<file path="src/rtl/rsa_sc_sequencer.sv">
// Run sequencer for two redundant RSA key-generation copies: gates on prime
// verdicts, drains stale finishes, launches both copies and compares their latencies.
module rsa_sc_sequencer #(
   parameter int unsigned CNT_W   = 16,
   parameter int unsigned TIMEOUT = 4000
) (
   input  logic             clk,
   input  logic             rst,
   input  logic             req,
   input  logic             prime_ok_1,
   input  logic             prime_ok_2,
   input  logic             finish_1,
   input  logic             finish_2,
   output logic             key_gen_start,
   output logic             busy,
   output logic             done,
   output logic [CNT_W-1:0] lat_1,
   output logic [CNT_W-1:0] lat_2,
   output logic             leak,
   output logic             invalid,
   output logic             timeout
);

   localparam logic [CNT_W-1:0] LP_TIMEOUT = CNT_W'(TIMEOUT);
   localparam logic [CNT_W-1:0] LP_ONES    = '1;

   typedef enum logic [2:0] {
      S_IDLE, S_CHECK, S_DRAIN, S_LAUNCH, S_RUN, S_REPORT
   } state_t;

   state_t           r_state, w_state_nxt;
   logic [CNT_W-1:0] r_cnt, w_cnt_nxt, w_cnt_inc;
   logic             r_flag_1, r_flag_2, w_flag_1_nxt, w_flag_2_nxt;
   logic [CNT_W-1:0] r_lat_1, r_lat_2, w_lat_1_nxt, w_lat_2_nxt;
   logic             r_leak, r_invalid, r_timeout;
   logic             w_leak_nxt, w_invalid_nxt, w_timeout_nxt;
   logic             r_kgs, r_busy, r_done;
   logic             w_cap_1, w_cap_2;

   assign w_cnt_inc = r_cnt + CNT_W'(1);
   assign w_cap_1   = finish_1 & ~r_flag_1;
   assign w_cap_2   = finish_2 & ~r_flag_2;

   // State register
   always_ff @(posedge clk) begin
      if (rst) r_state <= S_IDLE;
      else     r_state <= w_state_nxt;
   end

   // Next-state and datapath updates
   always_comb begin
      w_state_nxt   = r_state;
      w_cnt_nxt     = r_cnt;
      w_flag_1_nxt  = r_flag_1;
      w_flag_2_nxt  = r_flag_2;
      w_lat_1_nxt   = r_lat_1;
      w_lat_2_nxt   = r_lat_2;
      w_leak_nxt    = r_leak;
      w_invalid_nxt = r_invalid;
      w_timeout_nxt = r_timeout;
      case (r_state)
         S_IDLE: begin
            if (req) w_state_nxt = S_CHECK;
         end
         S_CHECK: begin
            w_cnt_nxt     = '0;
            w_flag_1_nxt  = 1'b0;
            w_flag_2_nxt  = 1'b0;
            w_lat_1_nxt   = '0;
            w_lat_2_nxt   = '0;
            w_leak_nxt    = 1'b0;
            w_invalid_nxt = 1'b0;
            w_timeout_nxt = 1'b0;
            if (prime_ok_1 && prime_ok_2) begin
               w_state_nxt = S_DRAIN;
            end else begin
               w_invalid_nxt = 1'b1;
               w_state_nxt   = S_REPORT;
            end
         end
         S_DRAIN: begin
            w_cnt_nxt = w_cnt_inc;
            if (!finish_1 && !finish_2) begin
               w_state_nxt = S_LAUNCH;
            end else if (w_cnt_inc == LP_TIMEOUT) begin
               w_timeout_nxt = 1'b1;
               w_lat_1_nxt   = LP_ONES;
               w_lat_2_nxt   = LP_ONES;
               w_state_nxt   = S_REPORT;
            end
         end
         S_LAUNCH: begin
            w_cnt_nxt    = '0;
            w_flag_1_nxt = 1'b0;
            w_flag_2_nxt = 1'b0;
            w_state_nxt  = S_RUN;
         end
         S_RUN: begin
            // w_cnt_inc is the 1-based index of the current RUN cycle
            w_cnt_nxt = w_cnt_inc;
            if (w_cap_1) begin
               w_lat_1_nxt  = w_cnt_inc;
               w_flag_1_nxt = 1'b1;
            end
            if (w_cap_2) begin
               w_lat_2_nxt  = w_cnt_inc;
               w_flag_2_nxt = 1'b1;
            end
            if (w_flag_1_nxt && w_flag_2_nxt) begin
               w_leak_nxt  = (w_lat_1_nxt != w_lat_2_nxt);
               w_state_nxt = S_REPORT;
            end else if (w_cnt_inc == LP_TIMEOUT) begin
               w_timeout_nxt = 1'b1;
               if (!w_flag_1_nxt) w_lat_1_nxt = LP_ONES;
               if (!w_flag_2_nxt) w_lat_2_nxt = LP_ONES;
               w_state_nxt = S_REPORT;
            end
         end
         S_REPORT: begin
            w_state_nxt = S_IDLE;
         end
         default: begin
            w_state_nxt = S_IDLE;
         end
      endcase
   end

   // Datapath and registered control outputs
   always_ff @(posedge clk) begin
      if (rst) begin
         r_cnt     <= '0;
         r_flag_1  <= 1'b0;
         r_flag_2  <= 1'b0;
         r_lat_1   <= '0;
         r_lat_2   <= '0;
         r_leak    <= 1'b0;
         r_invalid <= 1'b0;
         r_timeout <= 1'b0;
         r_kgs     <= 1'b0;
         r_busy    <= 1'b0;
         r_done    <= 1'b0;
      end else begin
         r_cnt     <= w_cnt_nxt;
         r_flag_1  <= w_flag_1_nxt;
         r_flag_2  <= w_flag_2_nxt;
         r_lat_1   <= w_lat_1_nxt;
         r_lat_2   <= w_lat_2_nxt;
         r_leak    <= w_leak_nxt;
         r_invalid <= w_invalid_nxt;
         r_timeout <= w_timeout_nxt;
         r_kgs     <= (w_state_nxt == S_LAUNCH);
         r_busy    <= (w_state_nxt != S_IDLE);
         r_done    <= (w_state_nxt == S_REPORT);
      end
   end

   assign key_gen_start = r_kgs;
   assign busy          = r_busy;
   assign done          = r_done;
   assign lat_1         = r_lat_1;
   assign lat_2         = r_lat_2;
   assign leak          = r_leak;
   assign invalid       = r_invalid;
   assign timeout       = r_timeout;

endmodule

</file>
<file path="config.mk">
export PLATFORM = sky130hd
export DESIGN_NAME = rsa_sc_sequencer
export DESIGN_NICKNAME = d
export VERILOG_FILES = /design/src/rtl/rsa_sc_sequencer.sv
export SDC_FILE = /design/constraint.sdc
export NUM_CORES = 1
export LEC_CHECK = 0
export ABC_AREA = 1
export CORE_UTILIZATION = 58
export CTS_CLUSTER_SIZE = 12
export DETAILED_ROUTE_END_ITERATION = 7
export PLACE_DENSITY = 0.81
export SLEW_MARGIN = 0
export SYNTH_ARGS = -nofsm -noshare
export SYNTH_HDL_FRONTEND = slang
export SYNTH_SLANG_ARGS = --single-unit
</file>
<file path="constraint.sdc">
create_clock -name clk -period 2.45 [get_ports clk]
set_input_delay 0.3675 -clock clk [delete_from_list [all_inputs] [get_ports clk]]
set_output_delay 0.3675 -clock clk [all_outputs]
set_load 0.005 [all_outputs]
</file>
# Yosys cells after proc, flatten, opt, wreduce, memory -nomap -nowiden
# Index checks and enable logic that the tools add are counted.
# op_classes
add_sub_neg,1
bitwise,4
n_eq_ne,12
mux,34
reduce_logical,16
# op_table
operator,n
$mux W16,12
$pmux W16 S3,2
$pmux W16 S2,1
$add A16 B1 Y16 const B,1
$eq A16 B12 Y1 const B,1
$ne A16 B16 Y1,1
$mux W3,5
$pmux W3 S5,1
$eq A3 B2 Y1 const B,3
$mux W1,9
$ne A2 B2 Y1 const B,4
$eq A3 B3 Y1 const B,2
$pmux W1 S2,3
$reduce_and A3 Y1,2
$reduce_bool A2 Y1,3
$reduce_bool A3 Y1,2
$reduce_or A2 Y1,2
$eq A3 B1 Y1 const B,1
$logic_and A1 B1 Y1,3
$logic_not A3 Y1,1
$pmux W1 S3,1
$and A1 B1 Y1,2
$logic_not A1 Y1,2
$not A1 Y1,2
$reduce_and A2 Y1,1
# word_totals
output_inout_bits,38
ff_bits,59
wordCells,79
inputBits,7

# Longest topological paths before layout
# Gate-level depths: netlist of the first run.
# logic_depth
word_depth,8
ltp_mapped,16
ltp_nobuf,16

# Worst setup path after synthesis of the first run
# OpenSTA, ideal clock, no wires.
# synth_path
kind,reg2reg
start,register r_cnt[0]
end,"register r_lat_2[8], in the netlist lat_2[8]"
stages_incl_launch_ff,16
t_arrival_ps,1955
period_less_slack_ps,2093
path_buffers,1
setup_slack_ps,357
required_time_ps,2312
setup_ps,138
path_cell_list,dfxtp_1 > ha_1 > nand2_4 > nor2_8 > nand3_1 > nand2_1 > nand2_1 > nor2_2 > nand2_2 > nor2_8 > nand3_4 > nand2_4 > inv_2 > buf_4 > nand2_1 > a21oi_1
# synth_between
elab_chain_cells,7
word_cells_on_any_way,10
cone_classes,1 x add/sub; 2 x eq/ne; 6 x mux; 1 x reduce/logical
# synth_rtl
element,line,source
from (decl),32,"logic [CNT_W-1:0] r_cnt, w_cnt_nxt, w_cnt_inc;"
from (signal assigned),143,r_cnt <= w_cnt_nxt;
$add A16 B1 Y16 (*),40,assign w_cnt_inc = r_cnt + CNT_W'(1);
$mux W16,105,if (w_cap_2) begin
$mux W16,61,case (r_state)
$mux W16,115,if (!w_flag_2_nxt) w_lat_2_nxt = LP_ONES;
$mux W16,112,end else if (w_cnt_inc == LP_TIMEOUT) begin
$mux W16,109,if (w_flag_1_nxt && w_flag_2_nxt) begin
$pmux W16 S3,61,
to (signal assigned),147,r_lat_2 <= w_lat_2_nxt;
to (decl),34,"logic [CNT_W-1:0] r_lat_1, r_lat_2, w_lat_1_nxt, w_lat_2_nxt;"
# Mark *: on every way between the ends. The rest lies on a longest branch, timed or not. The select of a mux whose other input is x is not followed.
# A chain may end at the register's enable or synchronous reset.

# Worst setup path in the final report of the first run
# layout_path
start,register r_cnt[0]
end,"register r_lat_2[5], in the netlist lat_2[5]"
# The elaborated chain is that of the path after synthesis.

==> metrics.md, run 1 <==
| Metric | Value |
|---|---|
| Status | finished clean |
| DR vias/cell | roughly 5.5 |
| DRC | 0 |
| Tcrit/Tclk final | 97.0% |
| Final Critical Period | 2.38 ns |
| Initial antenna violation count | 0 |
| Synth Area in Simple Gates | between 50% and 60% |
| Least-Margin Pin Slew | 0.698 ns |
| Placed cells | around 840 |
| Count leader, synth | nand2_1 |
| # IOs | 45 |
| 1st-iter DRT viols | 342 |
| Synth warnings | 0 |
| Routability cong. | roughly 0.94 |
| Crit-path slowest cell | dfxtp_1 |
| Final setup vio count | 0 |
| Core area | 0.00725 mm² |
| CTS Buf Count | 9 |
| Max-cap viol count | 0 |
| Fmax | 421 MHz |
| Clock Tree Root | clkbuf_8 |
| Synth top cells by count | 285 x nand2_1, 66 x nor2_1, 59 x dfxtp_1 |
| Power Total | 2.56 mW |
| Post-DP HPWL | ~9000 µm |
| Die area | 0.00785 mm² |
| CP Data Required Time | 2.73 ns |
| Row count | 31 |
| Mapped Nets | 715 |
| Post-synthesis compound-gate area fraction | 11.2% |
| Layout Skew | between 0.007 and 0.008 ns |
| Critical path class | reg -> reg |
| Largest net degree at the start of global routing | 51 |
| Initial core utilization | 60.0% |
| H-tree depth | 3 |
| Area contributors post-synth | dfxtp_1 27%, nand2_1 25%, nor2_1 5.7% |
| CTS Sinks | 59 |
| IR drop worst, VDD | 0.000314 V |
| Chip Width | 88.6 µm |
| Clk Latency, worst-skew pair | 0.35 ns |
| Min-delay worst type | reg -> reg |
| Largest family of logic cells by synthesized area | simple AND/OR/NAND/NOR gates |
| GRT Overall Usage | 34.1% |
| Met3 WL | 909 µm |
| First drt pass iteration count | 5 |
| Final ANT Viol Nets | 0 |
| Met1 wire length | 5620 µm |
| CP endpoint kind | flip-flop |
| Synth area leader | dfxtp_1 |
| Top cell type's share of synthesized area | ~27% |
| Final nets | 765 |
| IO Port Bufs | 44 |
| Top Metal Used | met4 |
| Syn Std Cell Area | about 0.0043 mm² |
| Met2 WL | 6020 µm |
| Worst EP arrival | between 2 and 3 ns |
| Worst-path clk slew | 0.07 ns |
| Seq/Total Area, Yosys | 27.2% |
| Synth Flop Type | dfxtp_1 |
| Delay of the slowest cell on the worst path | about 0.39 ns |
| Layout cells sized above 1 | about 18% |
| Worst setup SP type | flip-flop |
| Fin cells | 860 |
| Vias in the first global route | 4420 |
| First-pass GRT wire length | 20500 µm |
| Mean post-synth cell area | 6.15 µm² |
| CTS Buffer Depth | 2 |
| EDFF count, synth | 0 |
| Pleak | between 2 and 2.5 nW |
| Slew Limit Fails | 0 |
| Async SR Flop Fraction | 0% |
| CTS tree | done |
| DR vias | 4732 |
| CP Cell Sequence | ha_4 -> nand2_4 -> nor2_8 -> buf_4 -> nand3_1 -> nand2_2 -> nand2_1 -> nor2_2 -> nand2_2 -> nor2_8 -> nand3_4 -> nand2_4 -> buf_6 -> nand3_1 -> a21oi_1 |
| Hold buffer count at CTS | 0 |
| Syn Inst Count | 707 |
| Critical path peak fanout | 14 |
| Mux cell area share after synthesis | 0.230% |
| Detailed Route WL | roughly 13000 µm |
| Power per cell area | 489 mW/mm² |
| Post-DR wirelength/cell | ~15 µm |
| GRT overflow | 0 |
| Ant. Diodes | 0 |
| Synthesized flop and latch total | 59 |
| Netlist cell types | 35 |
| Xor and xnor area share after synthesis | 0.403% |
| Die Span Y | 88.6 µm |
| Final hold vios | 0 |
| Slew HR | 53.4% |
| Area growth from synthesis to layout | 20.1% |
| Post-synthesis adder-cell area fraction | 0.288% |
[path summary, 6_finish.rpt]
check | depth (start not counted) | from | slack (ns) | endpoint
worst max-delay path | 15 | r_cnt[0] | 0.07 | lat_2[5]
worst min-delay path | 2 | lat_2[9] | 0.48 | lat_2[9]
worst max register to register | 15 | r_cnt[0] | 0.07 | lat_2[5]
worst min register to register | 2 | lat_2[9] | 0.48 | lat_2[9]
[layout by cell type (no fill, tap or decap), types with 2 or more instances in the layout]
cell type	instances
nand2_1	282
nor2_1	66
inv_1	58
dfxtp_1	57
nand3_1	45
clkdlybuf4s50_1	43
a21oi_1	35
nand3_2	23
a21oi_2	21
buf_4	21
o21ai_0	16
or2_2	14
nand2_2	11
nand4_1	11
clkbuf_8	10
nor2_2	5
nor2_8	4
nor2_4	3
nand2_4	3
nand3_4	3
a21boi_0	3
buf_12	3
inv_2	2
xnor2_1	2
clkinv_2	2
bufinv_16	2
dfxtp_2	2
[cells by family after synthesis]
group,after synthesis
DFF,59
buffers and inverters,91
AOI/OAI and AO/OA,79
adders and majority gates,1
muxes,1
xor gates and xnor gates,2
and+or+nand+nor,474
[state kept, by name (all words and copies together) (netlist names)]
| register | count |
|---|---|
| r_cnt | 16 |
| timeout | 1 |
| busy | 1 |
| r_flag_2 | 1 |
| lat_2 | 16 |
| r_flag_1 | 1 |
| r_state | 3 |
| leak | 1 |
| invalid | 1 |
| done | 1 |
| key_gen_start | 1 |
| lat_1 | 16 |
[worst max-delay path: cells and delay by family, from the launching register on]
kind            cells  cell delay [ns]
flops               1             0.39
buf+inv             2             0.38
simple gates       11             1.19
fa+ha+maj           1             0.18
compound gates      1             0.15
[final cells by class]
class / count / area (µm²)
Timing Repair Buffer: 69 / 664
Inverter: 61 / 234
Multi-Input combinational cell: 557 / 2800
Sequential cell: 59 / 1180
Clock inverter: 5 / 77.6
Fill cell: 646 / 2030
Tap cell: 99 / 124
Clock buffer: 10 / 138
[power breakdown]
part           internal (mW)  switching [mW]
clock                  0.591           0.415
sequential             0.980          0.0166
combinational          0.182           0.371
total                   1.75           0.803
[per-layer routing]
layer  up-vias  global-route usage [%]
met5         -                       0
met4         0                    9.38
met3        21                    5.78
met2       193                    57.8
met1      2185                    44.6
li1       2333                       -
[timing repair]
action | in CTS | in global routing
resized for setup | 0 | 16
setup endpoints to repair | 0 | 32
setup buffers | 0 | 3
[metrics by stage]
step / cell area [µm²] / hold WS, ns / utilization (%) / setup TNS, ns / setup slack [ns]
floorplan: 4350 / 0.465 / - / 0 / 0.357
global placement: 4940 / 0.472 / 68.1 / 0 / 0.123
detailed placement: 4940 / 0.469 / 68.1 / 0 / 0.0330
CTS: 5160 / 0.479 / 71.1 / 0 / 0.0310
global route: 5220 / 0.500 / 72.0 / -0.00449 / -0.00449
finish: 5220 / 0.480 / 72.0 / 0 / 0.0735
Note: power is estimated with default switching activity, not from simulation.
==> run 2, diff against run 1 <==
--- a/config.mk
+++ b/config.mk
@@ -6,10 +6,12 @@
 export NUM_CORES = 1
 export LEC_CHECK = 0
 export ABC_AREA = 1
-export CORE_UTILIZATION = 58
+export CORE_UTILIZATION = 55
 export CTS_CLUSTER_SIZE = 12
 export DETAILED_ROUTE_END_ITERATION = 7
-export PLACE_DENSITY = 0.81
+export HOLD_SLACK_MARGIN = 0.12
+export PLACE_DENSITY = 0.78
+export REMOVE_ABC_BUFFERS = 1
 export SLEW_MARGIN = 0
 export SYNTH_ARGS = -nofsm -noshare
 export SYNTH_HDL_FRONTEND = slang
==> metrics.md, run 2 (same netlist as run 1, synthesis figures left out) <==
| Metric | Value |
|---|---|
| Status | finished clean (unchanged) |
| Largest net degree at the start of global routing | 51 (unchanged) |
| Worst hold stages | 2 (unchanged) |
| CTS Sinks | 59 (unchanged) |
| Routability cong. | 0.907 (was 0.943) |
| Fmax | 427 MHz (was 421 MHz) |
| Detailed Route WL | 13000 µm (was 12700 µm) |
| Final setup vio count | 0 (unchanged) |
| DRC | 0 (unchanged) |
| Worst EP arrival | 2.64 ns (was 2.65 ns) |
| Final ANT Viol Nets | 0 (unchanged) |
| Commonest cells after routing, fill and taps aside | 282 x nand2_1, 65 x nor2_1, 58 x inv_1 (was 282 x nand2_1, 66 x nor2_1, 58 x inv_1) |
| Final nets | 763 (was 765) |
| Pre-CTS WS | 0.0111 ns (was 0.0330 ns) |
| CP endpoint kind | flip-flop (unchanged) |
| Post-route cell area | 0.00527 mm² (was 0.00522 mm²) |
| 1st-iter DRT viols | 376 (was 342) |
| GRT Overall Usage | 32.1% (was 34.1%) |
| Initial core utilization | 56.6% (was 60.0%) |
| Layout cells sized above 1 | 18.2% (was 17.9%) |
| CTS Buffer Depth | 2 (unchanged) |
| Crit-path slowest cell | dfxtp_1 (unchanged) |
| DR vias | 4832 (was 4732) |
| Hold slack | 0.422 ns (was 0.480 ns) |
| Placement Cell Area | 0.00494 mm² (about the same) |
| Max-cap viol count | 0 (unchanged) |
| Die Span Y | 90.9 µm (was 88.6 µm) |
| Slew HR | 54.9% (was 53.4%) |
| Chip Width | 90.9 µm (was 88.6 µm) |
| Most Frequent Cell on Critical Path | nand3_2 |
| Clock Tree Root | clkbuf_8 (unchanged) |
| First drt pass iteration count | 5 (unchanged) |
| Core area | 0.00769 mm² (was 0.00725 mm²) |
| Worst setup SP type | flip-flop (unchanged) |
| Post-DR wirelength/cell | 15.1 µm (was 14.8 µm) |
| Ant. Diodes | 0 (unchanged) |
| Fin cells | 862 (was 860) |
| GRT overflow | 0 (unchanged) |
| WP depth | 10 (was 15) |
| Final Critical Period | 2.34 ns (was 2.38 ns) |
| Final hold vios | 0 (unchanged) |
| Worst-path clk slew | 0.07 ns (about the same) |
| Layout Skew | 0.0118 ns (was 0.00787 ns) |
| Clk Latency, worst-skew pair | 0.36 ns (was 0.35 ns) |
| Critical path peak fanout | 8 (was 14) |
| CP Cell Sequence | nand2_4 -> nor2_8 -> nand4_1 -> nand2_1 -> nand3_2 -> nor2_8 -> nand3_2 -> nand2_1 -> nand3_2 -> a21oi_2 (was ha_4 -> nand2_4 -> nor2_8 -> buf_4 -> nand3_1 -> nand2_2 -> nand2_1 -> nor2_2 -> nand2_2 -> nor2_8 -> nand3_4 -> nand2_4 -> buf_6 -> nand3_1 -> a21oi_1) |
| Vias in the first global route | 4386 (was 4420) |
| # IOs | 45 (unchanged) |
| Min-delay worst type | in -> reg (was reg -> reg) |
| Slew Limit Fails | 0 (unchanged) |
| Placed cells | 840 (was 842) |
| Top Family by Delay on Critical Path | simple AND/OR/NAND/NOR gates (unchanged) |
| Delay of the slowest cell on the worst path | 0.50 ns (was 0.39 ns) |
| Final setup margin | 0.107 ns (was 0.0735 ns) |
| IO Port Bufs | 44 (unchanged) |
| First-pass GRT wire length | 21100 µm (was 20500 µm) |
| Buf/Inv on CP | 0 (was 2) |
| Pleak | 2.33 nW (was 2.34 nW) |
| IR drop worst, VDD | 0.000380 V (was 0.000314 V) |
| CTS tree | done (unchanged) |
| CP Data Required Time | 2.75 ns (was 2.73 ns) |
| Tcrit/Tclk final | 95.7% (was 97.0%) |
| Least-Margin Pin Slew | 0.677 ns (was 0.698 ns) |
| Critical path class | reg -> reg (unchanged) |
| Post-DP HPWL | 8780 µm (was 8970 µm) |
| CTS Buf Count | 9 (unchanged) |
| Power per cell area | 498 mW/mm² (was 489 mW/mm²) |
| R2R setup slack | 0.11 ns (was 0.07 ns) |
| DR vias/cell | 5.61 (was 5.50) |
| Power Total | 2.62 mW (was 2.56 mW) |
| Worst reg-to-reg path cell count | 10 (was 15) |
| Row count | 32 (was 31) |
| Initial antenna violation count | 0 (unchanged) |
| Area growth from synthesis to layout | 21.1% (was 20.1%) |
| H-tree depth | 3 (unchanged) |
| Die area | 0.00827 mm² (was 0.00785 mm²) |
| Most common cell after layout, fill and taps aside | nand2_1 (unchanged) |
==> run 2: cell types whose count changed in the layout (fill, tap and decap cells not counted), moves of 2 or more <==
cell,change
nor2_4,+2
nand3_2,+2
buf_4,-7
dfxtp_1,-3
dfxtp_2,+2
buf_12,+2
==> run 2: through the flow <==
| step | util (%) | setup TNS, ns |
|---|---|---|
| final | 68.5 | 0 |
| after global routing | 68.5 | -0.00593 |
| after CTS | 67.3 | 0 |
| after detailed placement | 64.3 | 0 |
| after global placement | 64.3 | 0 |
| after floorplan | - | -61.55 |
==> run 2: cell type report <==
cell class              instances  area [µm²]
fillers                       686        2420
clock inverters                 6        87.6
inverters                      61         229
flip-flops and latches         59        1190
well taps                     102         128
multi-input cells             560        2840
clock buffers                  10         138
repair buffers                 64         656
==> run 2: worst register-to-register path: cells and delay by family, from the launching register on <==
family          cells  cell delay, ns
flops               1            0.50
compound gates      1            0.13
simple gates        9            1.66
==> run 2: final timing paths <==
kind,startpoint,to
max,r_cnt[2],lat_1[0]
min,rst,key_gen_start
max reg2reg,r_cnt[2],lat_1[0]
min reg2reg,lat_2[6],lat_2[6]
==> run 2: metal layers <==
| layer | vias up | global-route usage (%) | routed length [µm] |
|---|---|---|---|
| met3 | 48 | 6.14 | 1280 |
| met4 | 0 | 15.6 | 380 |
| met1 | 2191 | 42.5 | 5430 |
| met2 | 263 | 50.0 | 5950 |
| met5 | - | 0 | 0 |
| li1 | 2330 | - | - |
==> run 2: timing repair <==
| action | 4_1_cts | 5_1_grt |
|---|---|---|
| hold buffers | 0 | 0 |
| buffers inserted | 0 | 3 |
| pin swaps | 0 | 5 |
| gates cloned | 0 | 3 |
| gates resized for setup | 1 | 13 |
| setup endpoints to repair | 3 | 34 |
==> run 2: where the power goes <==
| group | internal, mW | switching (mW) |
|---|---|---|
| Sequential | 0.979 | 0.0170 |
| Combinational | 0.204 | 0.375 |
| Clock | 0.602 | 0.447 |
